`src/rtl/edge_mark.sv`:
```
// Single-pass edge marker: streams the 1-bit foreground mask in raster order.
// Writes 3'b011 for foreground pixels that touch background (4-neighbourhood), 3'b000 elsewhere.
module edge_mark #(
    parameter int WIDTH  = 640,
    parameter int HEIGHT = 480
) (
    input  logic        clk,
    input  logic        reset,
    input  logic        start,
    input  logic        mask_read,
    output logic [18:0] mask_addr,
    output logic        edge_we,
    output logic [18:0] edge_addr_write,
    output logic [2:0]  bram_write,
    output logic        busy,
    output logic        done,
    output logic [18:0] num_edge
);
    localparam logic [18:0] NPIX   = 19'(WIDTH * HEIGHT);
    localparam logic [18:0] LAST_N = 19'(WIDTH * HEIGHT + WIDTH - 1);
    localparam logic [18:0] W19    = 19'(WIDTH);
    localparam logic [18:0] XMAX   = 19'(WIDTH - 1);
    localparam logic [18:0] YMAX   = 19'(HEIGHT - 1);
    localparam int          DLY    = 2 * WIDTH;

    typedef enum logic [1:0] {IDLE, RUN, DRAIN, DONE} state_t;

    state_t           r_state;
    state_t           w_next;
    logic             w_launch;
    logic [18:0]      r_n;
    logic             r_v1;
    logic             r_v2;
    logic [18:0]      r_n1;
    logic [18:0]      r_n2;
    logic [DLY-1:0]   r_dly;
    logic [18:0]      r_kx;
    logic [18:0]      r_ky;
    logic [18:0]      r_k;
    logic             r_edge_we;
    logic [18:0]      r_edge_addr;
    logic [2:0]       r_bram_write;
    logic [18:0]      r_num_edge;
    logic             w_sample;
    logic             w_interior;
    logic             w_edge;

    always_ff @(posedge clk) begin
        if (reset) r_state <= IDLE;
        else       r_state <= w_next;
    end

    always_comb begin
        w_next = r_state;
        case (r_state)
            IDLE:    if (start) w_next = RUN;
            RUN:     if (r_n == LAST_N) w_next = DRAIN;
            DRAIN:   if (r_edge_we && (r_edge_addr == NPIX - 19'd1)) w_next = DONE;
            DONE:    if (start) w_next = RUN;
            default: w_next = IDLE;
        endcase
    end

    always_comb begin
        busy     = (r_state == RUN) || (r_state == DRAIN);
        done     = (r_state == DONE);
        w_launch = ((r_state == IDLE) || (r_state == DONE)) && start;
    end

    // Reads past the last pixel only flush the delay line; their data is forced to 0.
    assign mask_addr = (r_n >= NPIX) ? (NPIX - 19'd1) : r_n;
    assign w_sample  = (r_n2 >= NPIX) ? 1'b0 : mask_read;

    // Taps relative to incoming sample n: r_dly[j] holds sample n-1-j.
    assign w_interior = (r_kx != 19'd0) && (r_kx != XMAX) && (r_ky != 19'd0) && (r_ky != YMAX);
    assign w_edge     = w_interior && r_dly[WIDTH-1]
                      && !(w_sample && r_dly[WIDTH-2] && r_dly[WIDTH] && r_dly[DLY-1]);

    always_ff @(posedge clk) begin
        if (reset || w_launch) begin
            r_n          <= '0;
            r_v1         <= 1'b0;
            r_v2         <= 1'b0;
            r_n1         <= '0;
            r_n2         <= '0;
            r_dly        <= '0;
            r_kx         <= '0;
            r_ky         <= '0;
            r_k          <= '0;
            r_edge_we    <= 1'b0;
            r_edge_addr  <= '0;
            r_bram_write <= '0;
            r_num_edge   <= '0;
        end else begin
            if ((r_state == RUN) && (r_n != LAST_N)) r_n <= r_n + 19'd1;
            // Two-stage tag pipeline matching the fixed BRAM read latency.
            r_v1      <= (r_state == RUN);
            r_n1      <= r_n;
            r_v2      <= r_v1;
            r_n2      <= r_n1;
            r_edge_we <= 1'b0;
            if (r_v2) begin
                r_dly <= {r_dly[DLY-2:0], w_sample};
                if (r_n2 >= W19) begin
                    r_edge_we    <= 1'b1;
                    r_edge_addr  <= r_k;
                    r_bram_write <= w_edge ? 3'b011 : 3'b000;
                    if (w_edge) r_num_edge <= r_num_edge + 19'd1;
                    r_k <= r_k + 19'd1;
                    if (r_kx == XMAX) begin
                        r_kx <= '0;
                        r_ky <= r_ky + 19'd1;
                    end else begin
                        r_kx <= r_kx + 19'd1;
                    end
                end
            end
        end
    end

    assign edge_we         = r_edge_we;
    assign edge_addr_write = r_edge_addr;
    assign bram_write      = r_bram_write;
    assign num_edge        = r_num_edge;
endmodule

```
`config.mk`:
```
export PLATFORM = sky130hd
export DESIGN_NAME = edge_mark
export DESIGN_NICKNAME = d
export VERILOG_FILES = /design/src/rtl/edge_mark.sv
export SDC_FILE = /design/constraint.sdc
export NUM_CORES = 2
export LEC_CHECK = 0
export CAP_MARGIN = 10
export CORE_AREA = 2 2 322 324
export CTS_CLUSTER_SIZE = 40
export DETAILED_ROUTE_END_ITERATION = 16
export DIE_AREA = 0 0 324 326
export PLACE_DENSITY = 0.71
export SLEW_MARGIN = 30
export SYNTH_ARGS = -nofsm -noshare
export SYNTH_HDL_FRONTEND = slang
export SYNTH_SLANG_ARGS = --single-unit
```
`constraint.sdc`:
```
create_clock -name clk -period 2.11 [get_ports clk]
set_input_delay 0.633 -clock clk [delete_from_list [all_inputs] [get_ports clk]]
set_output_delay 0.633 -clock clk [all_outputs]
set_load 0.02 [all_outputs]
```
==> summary.md <==
| Metric | Value |
|---|---|
| Met1 WL | `approximately 38,000 um` |
| Gate Count Post-Synth | `about 4,900` |
| First-pass GRT wire length | `around 130,000 um` |
| Compound-Gate Fraction of Synth Area | `0.957%` |
| DR pass1 iterations | `4` |
| Leakage Power | `a little under 20 nW` |
| Primary FF master, synth | `dfxtp_1` |
| Grt ovf | `0` |
| Synth Warn # | `0` |
| Power density over the cells | `approximately 970 nW/um^2` |
| Critical path startpoint | `r_n[12]` |
| CP Launch Type | `flop` |
| Post-Layout Inst Area | `59,400 sq um` |
| Met3 WL | `2240 um` |
| Max Clock Skew | `~0.017 ns` |
| EDFF count, synth | `0` |
| Final Hold Violating Endpoints | `0` |
| CTS Buf Count | `143` |
| Vias/cell | `4.89` |
| R2r setup slk | `-0.25 ns` |
| Hold Path Class | `flop to flop` |
| Switching power | `13.3 mW` |
| Crit end category | `output port` |
| Post-synthesis cell type count | `44` |
| Reg2reg start | `r_n2[15]` |
| Synth Area in Simple Gates | `between 10% and 20%` |
| Post-synthesis xor/xnor area fraction | `approximately 1.2%` |
| Tcrit/Tclk final | `131%` |
| CTS tree | `yes` |
| Combinational group share of total power | `slightly below 9%` |
| Critical Path Most Common Cell | `buf_6` |
| CP Cell Sequence | `and2_4 > o21a_1 > o31ai_4 > buf_6 > nand2_1 > buf_6` |
| Ant diodes | `0` |
| CTS max path bufs | `3` |
| Synthesized cell area | `around 51,000 sq um` |
| Final max-slew violation count | `0` |
| PnR worst setup slack | `-0.649 ns` |
| Reg power frac | `a little under half` |
| Number of cell rows | `~120` |
| CP max-delay cell | `dfxtp_2` |
| Main combinational cell family by area after synthesis | `multiplexers` |
| Avg WL per Cell | `~12 um` |
| Status | `complete, but fails checks` |
| Port Buf Inserts | `65` |
| Post-DP Area | `53,500 sq um` |
| Violations in the final reports | `setup timing` |
| Worst Setup EP | `mask_addr[1]` |
| Area grow syn2layout | `17.5%` |
| Worst-margin pin slew | `slightly above 0.8 ns` |
| Syn avg cell area | `roughly 10 sq um` |
| Initial Util | `between 40% and 50%` |
| WP data arrival | `2.13 ns` |
| Total Routing Usage GR | `14.1%` |
| Nets | `between 4,000 and 5,000` |
| Post-route DRC | `0` |
| Internal Power | `between 40 and 50 mW` |
| Worst path max stage delay | `roughly 0.32 ns` |
| Fin util | `between 50 and 60%` |
| DIE HEIGHT | `about 330 um` |
| Largest net degree at the start of global routing | `~110` |
| Pwr Total | `57.4 mW` |
| Root Driver | `clkbuf_16` |
| Flop and latch count out of synthesis | `about 1,400` |
| Area of the die | `roughly 110,000 sq um` |
| End of the worst register-to-register path | `num_edge[10]` |
| Core area | `between 100,000 and 150,000 sq um` |
| Clock power frac | `~44%` |
| Die W | `324 um` |
| Post-synthesis sequential area ratio | `a little under three fifths` |
| Post-Synth Adder-Cell Area | `less than 1%` |
| Vias in the first global route | `approximately 30,000` |
| Antenna violations before repair | `0` |
| Post-DP HPWL | `~43,000 um` |
| Final ANT Viol Nets | `0` |
| Vias post-DR | `between 30,000 and 40,000` |
| Top Layer Used | `met4` |
| Synth async-reset ratio | `0%` |
| Clk sinks | `between 1,000 and 1,500` |
| Final setup viols | `68` |
| Switching share of power | `a little under a quarter` |
| Synth Net Count | `4,875` |
| Crit Path Class | `flop to output port` |
| CP max FO | `6` |
| Relative slew margins | `a little under half` |
| Max frequency | `between 300 and 400 MHz` |
| Worst-path clk slew | `0.06 ns` |
| Worst vdd ir | `0.841 mV` |
| # H-tree levels | `4` |
| Worst hold slack | `approximately 0.42 ns` |
| Gpl congestion | `between 0.7 and 0.8` |
| RSZ-0062 raised after global routing | `yes` |
| DR WL met2 | `35,000 um` |
| Post-Route WL | `76,600 um` |
| Min Tclk post-route | `~2.8 ns` |
| DRT iter0 DRCs | `1,506` |
| Ports | `67` |
| Length in cells of the worst reg-to-reg path | `9` |
| Critical Path RT | `1.48 ns` |
| Max-cap violations | `0` |
| Mux cell area share after synthesis | `25.4%` |
| Share of post-route cells with drive strength above 1 | `11.6%` |
| Hold Buf Count CTS | `0` |
| Clk Latency, worst-skew pair | `around 0.71 ns` |
-- power groups by stage --
stage,clock (mW),sequential [mW],combinational (mW)
finish,25.4,27.0,5.02
global placement,0,27.5,4.90
CTS,26.2,26.9,4.97
global route,27.3,26.9,5.43
floorplan,0,27.5,3.47
detailed placement,0,27.5,4.92
-- stage by stage --
step	std cells	setup slack, ns	setup TNS, ns
2_1_floorplan	4859	0.0228	0
3_3_place_gp	6135	-0.384	-14.27
3_5_place_dp	6135	-0.419	-16.23
4_1_cts	6393	-0.757	-11.64
5_1_grt	6424	-0.746	-20.86
6_report	6424	-0.649	-15.05
-- synthesized netlist by cell type, drive strengths merged, types with 2 or more instances --
cell type | instances | share of area [%]
and2 | 29 | 0.36
nand4b | 3 | 0.064
ha | 12 | 0.30
nor2b | 2 | 0.025
xnor2 | 24 | 0.42
o31ai | 14 | 0.21
nor4b | 4 | 0.069
or2 | 3 | 0.037
and4 | 4 | 0.069
dfxtp | 1424 | 56
or4 | 14 | 0.22
nand2b | 18 | 0.22
nand4 | 32 | 0.40
inv | 22 | 0.16
mux2i | 1285 | 25
clkbuf | 209 | 1.6
a21oi | 47 | 0.47
o21a | 2 | 0.030
nor3 | 14 | 0.14
buf | 116 | 0.93
o21ai | 7 | 0.069
or3 | 10 | 0.12
nor2 | 1374 | 10
nor4 | 11 | 0.15
and3 | 11 | 0.14
nand2 | 84 | 0.62
xor2 | 44 | 0.76
nand3 | 31 | 0.31
-- layout by cell type, fill, tap and decap left out, types with 32 or more instances in the layout --
master and count:
a21oi_1 34, buf_12 52, buf_4 110, buf_6 37, clkbuf_16 154, dfxtp_1 1404, mux2i_1 1285, nand2_1 81
nand4_1 32, nor2_1 1357, xor2_1 38
-- critical path, delay by kind of cell (launching register included) --
kind | cells | cell delay, ns
AOI/OAI and AO/OA | 2 | 0.52
buffers and inverters | 2 | 0.34
DFF | 1 | 0.32
and+or+nand+nor | 2 | 0.23
-- timing repair --
item | CTS | global route
gates cloned | 1 | 7
pin swaps | 5 | 94
gates resized for setup | 243 | 168
setup endpoints to repair | 86 | 75
buffers inserted | 2 | 27
-- layout make-up --
type / count / area (sq um)
Sequential cell: 1424 / 28500
Clock inverter: 45 / 587
Clock buffer: 210 / 4270
Tap cell: 1380 / 1730
Multi-Input combinational cell: 3088 / 21300
Fill cell: 8502 / 43200
Timing Repair Buffer: 255 / 2890
Inverter: 22 / 85.1
-- sequential cells by signal, summed over array words and instances, names as in the netlist --
register / cells
r_state: 2
r_ky: 19
num_edge: 19
r_n1: 12
r_v2: 1
r_n: 19
edge_we: 1
bram_write: 1
r_v1: 1
r_dly: 1280
r_n2: 12
r_kx: 19
edge_addr_write: 19
r_k: 19
-- per-layer routing --
| metal | vias up | GRT usage, % |
|---|---|---|
| met4 | 0 | 4.91 |
| met5 | - | 0 |
| li1 | 16300 | - |
| met2 | 245 | 23.6 |
| met1 | 14700 | 18.0 |
| met3 | 137 | 2.90 |
-- logic make-up (layout without fill, tap and decap cells) --
group / after synthesis / count (layout)
multiplexers: 1285 / 1285
flip-flops: 1424 / 1424
XOR/XNOR: 68 / 68
AND/OR/NAND/NOR: 1644 / 1644
AO/OA/AOI/OAI: 78 / 78
adder cells (fa/ha/maj): 12 / 12
other: 1 / 1
buffers and inverters: 347 / 532
-- worst min-delay path by stage --
stage	from	cells after the start	end	slack, ns
2_1_floorplan	r_n1[10]	1	r_n2[10]	0.41
3_3_place_gp	r_n1[9]	1	r_n2[9]	0.41
3_5_place_dp	r_n1[15]	1	r_n2[15]	0.41
4_1_cts	r_n1[15]	1	r_n2[15]	0.42
5_1_grt	r_n1[15]	1	r_n2[15]	0.44
6_report	r_n1[15]	1	r_n2[15]	0.42
Power figures use the tool's default switching activity.
